File: config.mk
export PLATFORM = sky130hd
export DESIGN_NAME = fadd_seq_ctrl
export DESIGN_NICKNAME = d
export VERILOG_FILES = /design/src/rtl/fadd_ctrl_pkg.sv /design/src/rtl/fadd_norm_cnt.sv /design/src/rtl/fadd_seq_ctrl.sv
export SDC_FILE = /design/constraint.sdc
export NUM_CORES = 1
export LEC_CHECK = 0
export ABC_CLOCK_PERIOD_IN_PS = 4740
export BUFFER_PORTS_ARGS = -buffer_cell sky130_fd_sc_hd__buf_2
export CAP_MARGIN = 25
export CORE_ASPECT_RATIO = 1.25
export CORE_MARGIN = 4
export CORE_UTILIZATION = 31
export CTS_BUF_LIST = sky130_fd_sc_hd__clkbuf_8
export DETAILED_ROUTE_END_ITERATION = 16
export GPL_TIMING_DRIVEN = 0
export PLACE_DENSITY = 0.63
export SLEW_MARGIN = 5
export SYNTH_ARGS = -nofsm -noshare
export SYNTH_HDL_FRONTEND = slang
export SYNTH_SLANG_ARGS = --single-unit
export TNS_END_PERCENT = 50
File: constraint.sdc
create_clock -name clk -period 4.74 [get_ports clk]
set_clock_uncertainty 0.1 [all_clocks]
set_input_delay 0.948 -clock clk [delete_from_list [all_inputs] [get_ports clk]]
set_output_delay 0.948 -clock clk [all_outputs]
set_load 0.01 [all_outputs]
File: src/rtl/fadd_ctrl_pkg.sv
// Shared types and constants for the floating-point adder sequencer.
// Holds the FSM state encoding, mantissa/LZ widths and the default normalise step.
package fadd_ctrl_pkg;

   localparam int MANT_W        = 48;
   localparam int LZ_W          = 6;
   localparam int NORM_STEP_DEF = 8;

   typedef enum logic [2:0] {
      IDLE,
      ALIGN,
      ADDSUB,
      NORM,
      ROUND,
      POSTNORM,
      DONE
   } state_t;

   function automatic logic [LZ_W-1:0] min_lz(input logic [LZ_W-1:0] a,
                                              input logic [LZ_W-1:0] b);
      return (a < b) ? a : b;
   endfunction

endpackage

File: src/rtl/fadd_norm_cnt.sv
// Remaining-left-shift counter for multi-cycle normalisation: loads the leading-zero
// count, then each step removes min(rem, NORM_STEP); last flags the final step.
module fadd_norm_cnt
   import fadd_ctrl_pkg::*;
#(
   parameter int NORM_STEP = NORM_STEP_DEF
) (
   input  logic            clk,
   input  logic            reset,
   input  logic            load,
   input  logic [LZ_W-1:0] load_val,
   input  logic            step,
   output logic [LZ_W-1:0] remaining,
   output logic [LZ_W-1:0] shamt,
   output logic            last
);

   localparam logic [LZ_W-1:0] STEP_V = LZ_W'(NORM_STEP);

   logic [LZ_W-1:0] rem_q;
   logic [LZ_W-1:0] rem_d;

   always_comb begin
      shamt = min_lz(rem_q, STEP_V);
      last  = (rem_q <= STEP_V);
      rem_d = rem_q;
      if (load) begin
         rem_d = load_val;
      end else if (step) begin
         rem_d = rem_q - shamt;
      end
   end

   always_ff @(posedge clk) begin
      if (reset) begin
         rem_q <= '0;
      end else begin
         rem_q <= rem_d;
      end
   end

   assign remaining = rem_q;

endmodule

File: src/rtl/fadd_seq_ctrl.sv
// Floating-point add sequencer: ALIGN, ADDSUB, NORM (multi-cycle), ROUND, POSTNORM, DONE.
// Result waits in DONE until res_ready; flush kills any op. FADD_SPECIAL_BYPASS_EN enables ALIGN->DONE.
module fadd_seq_ctrl
   import fadd_ctrl_pkg::*;
#(
   parameter int NORM_STEP = NORM_STEP_DEF
) (
   input  logic            clk,
   input  logic            reset,
   input  logic            req_valid,
   output logic            req_ready,
   input  logic [LZ_W-1:0] lz_count,
   input  logic            carry,
   input  logic            round_carry,
   input  logic            special_case,
   input  logic            flush,
   output logic            busy,
   output logic            align_en,
   output logic            addsub_en,
   output logic            norm_en,
   output logic            norm_rshift,
   output logic            round_en,
   output logic [LZ_W-1:0] norm_shamt,
   output logic            sel_special,
   output logic            res_valid,
   input  logic            res_ready
);

   state_t          state_q;
   state_t          state_d;
   logic            carry_q;
   logic            carry_d;
   logic            cnt_load;
   logic            cnt_step;
   logic [LZ_W-1:0] cnt_shamt;
   logic            cnt_last;
   logic [LZ_W-1:0] rem_unused;

   fadd_norm_cnt #(
      .NORM_STEP (NORM_STEP)
   ) u_norm_cnt (
      .clk       (clk),
      .reset     (reset),
      .load      (cnt_load),
      .load_val  (lz_count),
      .step      (cnt_step),
      .remaining (rem_unused),
      .shamt     (cnt_shamt),
      .last      (cnt_last)
   );

`ifdef FADD_SPECIAL_BYPASS_EN
   logic sel_q;
   logic sel_d;
`else
   logic special_unused;
   assign special_unused = special_case;
`endif

   always_comb begin
      state_d     = state_q;
      carry_d     = carry_q;
      cnt_load    = 1'b0;
      cnt_step    = 1'b0;
      req_ready   = 1'b0;
      align_en    = 1'b0;
      addsub_en   = 1'b0;
      norm_en     = 1'b0;
      norm_rshift = 1'b0;
      round_en    = 1'b0;
      norm_shamt  = '0;
      res_valid   = 1'b0;
`ifdef FADD_SPECIAL_BYPASS_EN
      sel_d       = sel_q;
`endif
      case (state_q)
         IDLE: begin
            req_ready = !flush;
            if (req_valid && !flush) state_d = ALIGN;
         end
         ALIGN: begin
            align_en = 1'b1;
            state_d  = ADDSUB;
`ifdef FADD_SPECIAL_BYPASS_EN
            if (special_case) begin
               state_d = DONE;
               sel_d   = 1'b1;
            end
`endif
         end
         ADDSUB: begin
            addsub_en = 1'b1;
            cnt_load  = 1'b1;
            carry_d   = carry;
            // Carry-out needs a single right shift regardless of the LZ count.
            if (carry) begin
               state_d = NORM;
            end else if ((lz_count == '0) || (lz_count >= LZ_W'(MANT_W))) begin
               state_d = ROUND;
            end else begin
               state_d = NORM;
            end
         end
         NORM: begin
            norm_en = 1'b1;
            if (carry_q) begin
               norm_rshift = 1'b1;
               state_d     = ROUND;
            end else begin
               norm_shamt = cnt_shamt;
               cnt_step   = 1'b1;
               if (cnt_last) state_d = ROUND;
            end
         end
         ROUND: begin
            round_en = 1'b1;
            state_d  = round_carry ? POSTNORM : DONE;
         end
         POSTNORM: begin
            norm_en     = 1'b1;
            norm_rshift = 1'b1;
            state_d     = DONE;
         end
         DONE: begin
            res_valid = !flush;
            if (res_ready) state_d = IDLE;
         end
         default: state_d = IDLE;
      endcase

      if (flush) state_d = IDLE;
`ifdef FADD_SPECIAL_BYPASS_EN
      if (state_d == IDLE) sel_d = 1'b0;
`endif
   end

   assign busy = (state_q != IDLE);

   always_ff @(posedge clk) begin
      if (reset) begin
         state_q <= IDLE;
         carry_q <= 1'b0;
      end else begin
         state_q <= state_d;
         carry_q <= carry_d;
      end
   end

`ifdef FADD_SPECIAL_BYPASS_EN
   always_ff @(posedge clk) begin
      if (reset) begin
         sel_q <= 1'b0;
      end else begin
         sel_q <= sel_d;
      end
   end
   assign sel_special = sel_q;
`else
   assign sel_special = 1'b0;
`endif

endmodule

==> impl_metrics.ini, run 1 <==
[placed_design]
dp_slack_ns = 2.388
place_congestion = 0.8700
port_buffers = 24
dpl.hpwl_um = 1761

[cts]
cts_tree = done
clk_pin_slew_worst_paths_ns = 0.05
cts-resized-gates = 0
clk_latency_ns = 0.24
clock_path_buffers = 2
post_cts_buffers = 0
clockRootBuffer = clkbuf_8
h-tree-depth = 1
clock_sinks = 10
cts_made_buffers = 3
ctsHoldBuffers = 0

[logic_synthesis]
synthTopCellsByCount = 10 x dfxtp_1, 7 x nand2_1, 7 x nor3_1
ys_warn_count = 0
synth_area_leader_cell = dfxtp_1
ys.flop_type = dfxtp_1
async_reset_ff_share_pct = 0
synth_cell_type_count = 46
avgSynthCellArea_sq_um = 7.829
synthTopCellsByArea = dfxtp_1 25%, nor3_1 4.4%, a21oi_1 3.8%
syn_inst = 101
yosysSeqAreaShare_pct = 25.32
synth_top_area_share_pct = 25.32
syn_area_sq_um = 790.8
yosysMostFrequentCell = dfxtp_1
synth-edff-count = 0
ys_ff_latch = 10

[critical_path]
worstReg2RegStart = u_norm_cnt.remaining[3]
endpoint_kind = output pin
reg2regPathDepth = 6
worstPathRequired_ns = 3.69
path_class = flip-flop to output pin
start_kind = flip-flop
reg2reg_slack_ns = 2.83
cp_max_fo = 7
crit_arrival_ns = 1.48
reg2reg_to = u_norm_cnt.remaining[4]

[routing]
drt_iter0_markers = 14
drtAntennaViolNets = 0
drc = 0
via_per_inst = 5.313
wl_um = 2195
first_pass_iters = 4
wl_per_cell_um = 13.47
vias = 866

[power_and_ir_drop]
cellPowerDensity_mw_per_mm2 = 224.2
p_leak_uw = 0.0004247
vdd_drop_max_v = 0.00008491
finalPower_uw = 224.4

[sta]
fin_ws_ns = 2.210
max_freq_mhz = 395.2
fin_crit_ns = 2.530
rsz0062_at_grt = false
fin_crit_sh_pct = 53.38
maxSlewViolCount = 0
finalHoldViolations = 0
finalSetupViolCount = 0
fin_tns_setup_ns = 0

[die]
num_io_pins = 29
dieArea_sq_mm = 0.003428
start_util_pct = 32.58
placementRows = 20
core_area_sq_mm = 0.002427
die_h_um = 64.47
dieWidth_um = 53.18

[cells_and_area]
final_nets = 147
drive_gt1_share_pct = 30.77
fin_util_pct = 41.24
areaGrowthSynthToFinish_pct = 26.58
antenna-diode-count = 0

[grt]
grt_overflow = 0
grt_pass1_wl_um = 3643
grt_max_degree = 11
antenna_found_initial = 0
grt_pass1_vias = 817
grt_usage_pct = 14.07

[worst_hold_path]
min_to = carry_q
hold_class = flip-flop to flip-flop
hold_depth = 2
hold_start = carry_q

[status]
status = complete, no violations

[flow_run]
maxCapViolCount = 0
[report_power, final]
group          switching (uW)  leakage (uW)  internal, uW
registers                4.53     0.0000811          87.8
clock network            32.2     0.0000216          55.5
logic                    24.3      0.000322          20.1
[per-stage QoR]
step	area (sq um)	std cells	hold WS (ns)
floorplan	798.3	103	0.3537
global placement	959.7	160	0.3823
detailed placement	959.7	160	0.3936
CTS	1001	163	0.3995
global route	1001	163	0.4307
finish	1001	163	0.3944
[layer usage]
| metal | wire length (um) | vias to the layer above | track usage (%) |
|---|---|---|---|
| met2 | 984 | 41 | 21.43 |
| li1 | - | 435 | - |
| met4 | 33 | 0 | 5.751 |
| met3 | 213 | 3 | 3.218 |
| met5 | 0 | - | 0 |
| met1 | 963 | 387 | 18.77 |
[flip-flops by register name, summed over array words and instances, names as in the netlist]
name and flops:
carry_q 1, u_norm_cnt.remaining 6, state_q 3
[worst max-delay path: stages, from the launching register on]
cell     delay (ns)
dfxtp_1        0.35
or3_1          0.47
nor2_1         0.17
and2_1         0.14
buf_2          0.12
[logic make-up after synthesis]
kind of cell | after synthesis | share of synthesized area, %
and+or+nand+nor | 49 | 38.13
AOI/OAI and AO/OA | 28 | 25.79
buffers and inverters | 11 | 8.226
DFF | 10 | 25.32
other | 2 | 0.9497
adders and majority gates | 1 | 1.582
[cell usage in the layout, fill, tap and decap left out, types with 2 or more instances in the layout]
cell type	instances
buf_2	27
dfxtp_1	10
nand2_1	7
nor3_1	7
nor2_1	6
a21oi_1	6
or3_1	4
and2_1	4
conb_1	4
nand2b_1	3
buf_4	3
clkbuf_8	3
clkbuf_1	2
a21boi_0	2
nand3b_1	2
a31oi_1	2
nor4_1	2
a211oi_1	2
o22ai_1	2
or2_2	2
o21ai_0	2
nand3_1	2
a211o_1	2
[area by class of cell]
class | instances | area [sq um]
inverter | 2 | 8.758
timing repair buffer | 24 | 120.1
clock buffer | 3 | 41.29
sequential | 10 | 200.2
fill | 276 | 1426
buffer | 9 | 56.30
multi-input combinational | 82 | 533.0
tap | 33 | 41.29
[how the worst max path moves through the flow]
stage / startpoint / end / slack (ns) / cells past startpoint
floorplan: flush / req_ready / 2.57 / 1
global route: u_norm_cnt.remaining[3] / norm_shamt[1] / 2.10 / 4
CTS: u_norm_cnt.remaining[3] / norm_shamt[0] / 2.21 / 4
global placement: flush / res_valid / 2.40 / 3
finish: u_norm_cnt.remaining[3] / norm_shamt[0] / 2.21 / 4
detailed placement: flush / res_valid / 2.39 / 3
(Power assumes the default switching activity.)
==> run 2, diff against run 1 <==
--- a/config.mk
+++ b/config.mk
@@ -5,7 +5,7 @@
 export SDC_FILE = /design/constraint.sdc
 export NUM_CORES = 1
 export LEC_CHECK = 0
-export ABC_CLOCK_PERIOD_IN_PS = 4740
+export ABC_CLOCK_PERIOD_IN_PS = 2200
 export BUFFER_PORTS_ARGS = -buffer_cell sky130_fd_sc_hd__buf_2
 export CAP_MARGIN = 25
 export CORE_ASPECT_RATIO = 1.25
@@ -14,7 +14,7 @@
 export CTS_BUF_LIST = sky130_fd_sc_hd__clkbuf_8
 export DETAILED_ROUTE_END_ITERATION = 16
 export GPL_TIMING_DRIVEN = 0
-export PLACE_DENSITY = 0.63
+export PLACE_DENSITY = 0.65
 export SLEW_MARGIN = 5
 export SYNTH_ARGS = -nofsm -noshare
 export SYNTH_HDL_FRONTEND = slang
==> constraint.sdc (replaced) <==
create_clock -name clk -period 2.2 [get_ports clk]
set_clock_uncertainty 0.1 [all_clocks]
set_input_delay 0.44 -clock clk [delete_from_list [all_inputs] [get_ports clk]]
set_output_delay 0.44 -clock clk [all_outputs]
set_load 0.01 [all_outputs]
==> impl_metrics.ini, run 2 (synthesized netlist as in run 1, its figures left out) <==
[power_and_ir_drop]
vdd_drop_max_v = 0.0002989
cellPowerDensity_mw_per_mm2 = 528.9
p_leak_uw = 0.0004319

[grt]
antenna_found_initial = 0
grt_pass1_vias = 797
grt_max_degree = 11
grt_pass1_wl_um = 3663
grt_overflow = 0
grt_usage_pct = 14.52

[cts]
h-tree-depth = 1
clock_sinks = 10
cts_made_buffers = 3
cts_tree = done
ctsHoldBuffers = 0
cts-resized-gates = 0
post_cts_buffers = 0
clk_latency_ns = 0.25
clockRootBuffer = clkbuf_8
clock_path_buffers = 2
clk_pin_slew_worst_paths_ns = 0.05

[sta]
maxSlewViolCount = 0
finalHoldViolations = 0
rsz0062_at_grt = false
fin_crit_ns = 2.032
finalSetupViolCount = 0
max_freq_mhz = 492.1
fin_tns_setup_ns = 0
fin_crit_sh_pct = 92.36

[placed_design]
dp.cells = 160
dpl.hpwl_um = 1688
place_congestion = 0.9179
port_buffers = 24

[critical_path]
critPathLaunch = u_norm_cnt.remaining[3]
path_buf_inv = 1
worstReg2RegStart = u_norm_cnt.remaining[4]
crit_family = simple AND/OR/NAND/NOR gates
endpoint_kind = output pin
max_stage_delay_ns = 0.46
critPathSlowestCell = or3_1
crit_chain = or3_1 > nor2_1 > and2_1 > buf_2
worstPathRequired_ns = 1.66
start_kind = flip-flop
path_class = flip-flop to output pin
crit_arrival_ns = 1.49
cp_max_fo = 7

[cells_and_area]
drive_gt1_share_pct = 31.30
layout_common_cells = 27 x buf_2, 10 x dfxtp_1, 7 x nand2_1, 7 x nor3_1
fin_util_pct = 41.80
areaGrowthSynthToFinish_pct = 28.32
antenna-diode-count = 0
final_nets = 147
finalNonFillerCells = 164
largest_reg_flops = 6
layout_commonest_cell = buf_2

[worst_hold_path]
hold_class = primary input to flip-flop
hold_start = lz_count[0]

[routing]
wl_um = 2223
drtAntennaViolNets = 0
drt_iter0_markers = 16
vias = 862
drc = 0
wl_per_cell_um = 13.55
first_pass_iters = 4
via_per_inst = 5.256

[status]
status = complete, no violations

[die]
num_io_pins = 29
start_util_pct = 32.58
core_area_sq_mm = 0.002427
dieWidth_um = 53.18
placementRows = 20
die_h_um = 64.47
dieArea_sq_mm = 0.003428

[flow_run]
maxCapViolCount = 0
## run 2: area by class of cell
class	count	area (sq um)
buffer	9	56.30
clock buffer	4	55.05
fill	258	1413
inverter	2	8.758
multi-input combinational	82	533.0
sequential	10	200.2
tap	33	41.29
timing repair buffer	24	120.1
## run 2: final timing paths
path         slack, ns                 endpoint  cells after the start
max               0.17            norm_shamt[2]                      4
max reg2reg       0.31  u_norm_cnt.remaining[4]                      6
min               0.37  u_norm_cnt.remaining[0]                      3
min reg2reg       0.41                  carry_q                      2
## run 2: where the power goes
part,switching [uW],total [uW],internal [uW],leakage (uW)
Sequential,9.59,198,189,0.0000811
Combinational,52.9,96.1,43.3,0.000322
Clock,84.0,242,158,0.0000288
## run 2: layer usage
layer	up-vias	track usage, %	routed length [um]
met1	387	17.04	995
met3	5	5.747	197
li1	435	-	-
met5	-	0	0
met2	35	22.52	986
met4	0	7.029	44
## run 2: through the flow
step	power, uW	area [sq um]	hold slack (ns)	setup WS (ns)
floorplan	260.9	798.3	0.3537	0.4544
CTS	540.6	1015	0.3665	0.1627
global route	563.3	1015	0.3753	0.09235
global placement	294.0	959.7	0.3800	0.3354
finish	536.7	1015	0.3716	0.1680
detailed placement	296.0	959.7	0.3971	0.3318
## run 2: tightest hold or removal path, stage by stage
cell     delay [ns]
buf_2          0.12
nand2_1        0.05
a21oi_1        0.05
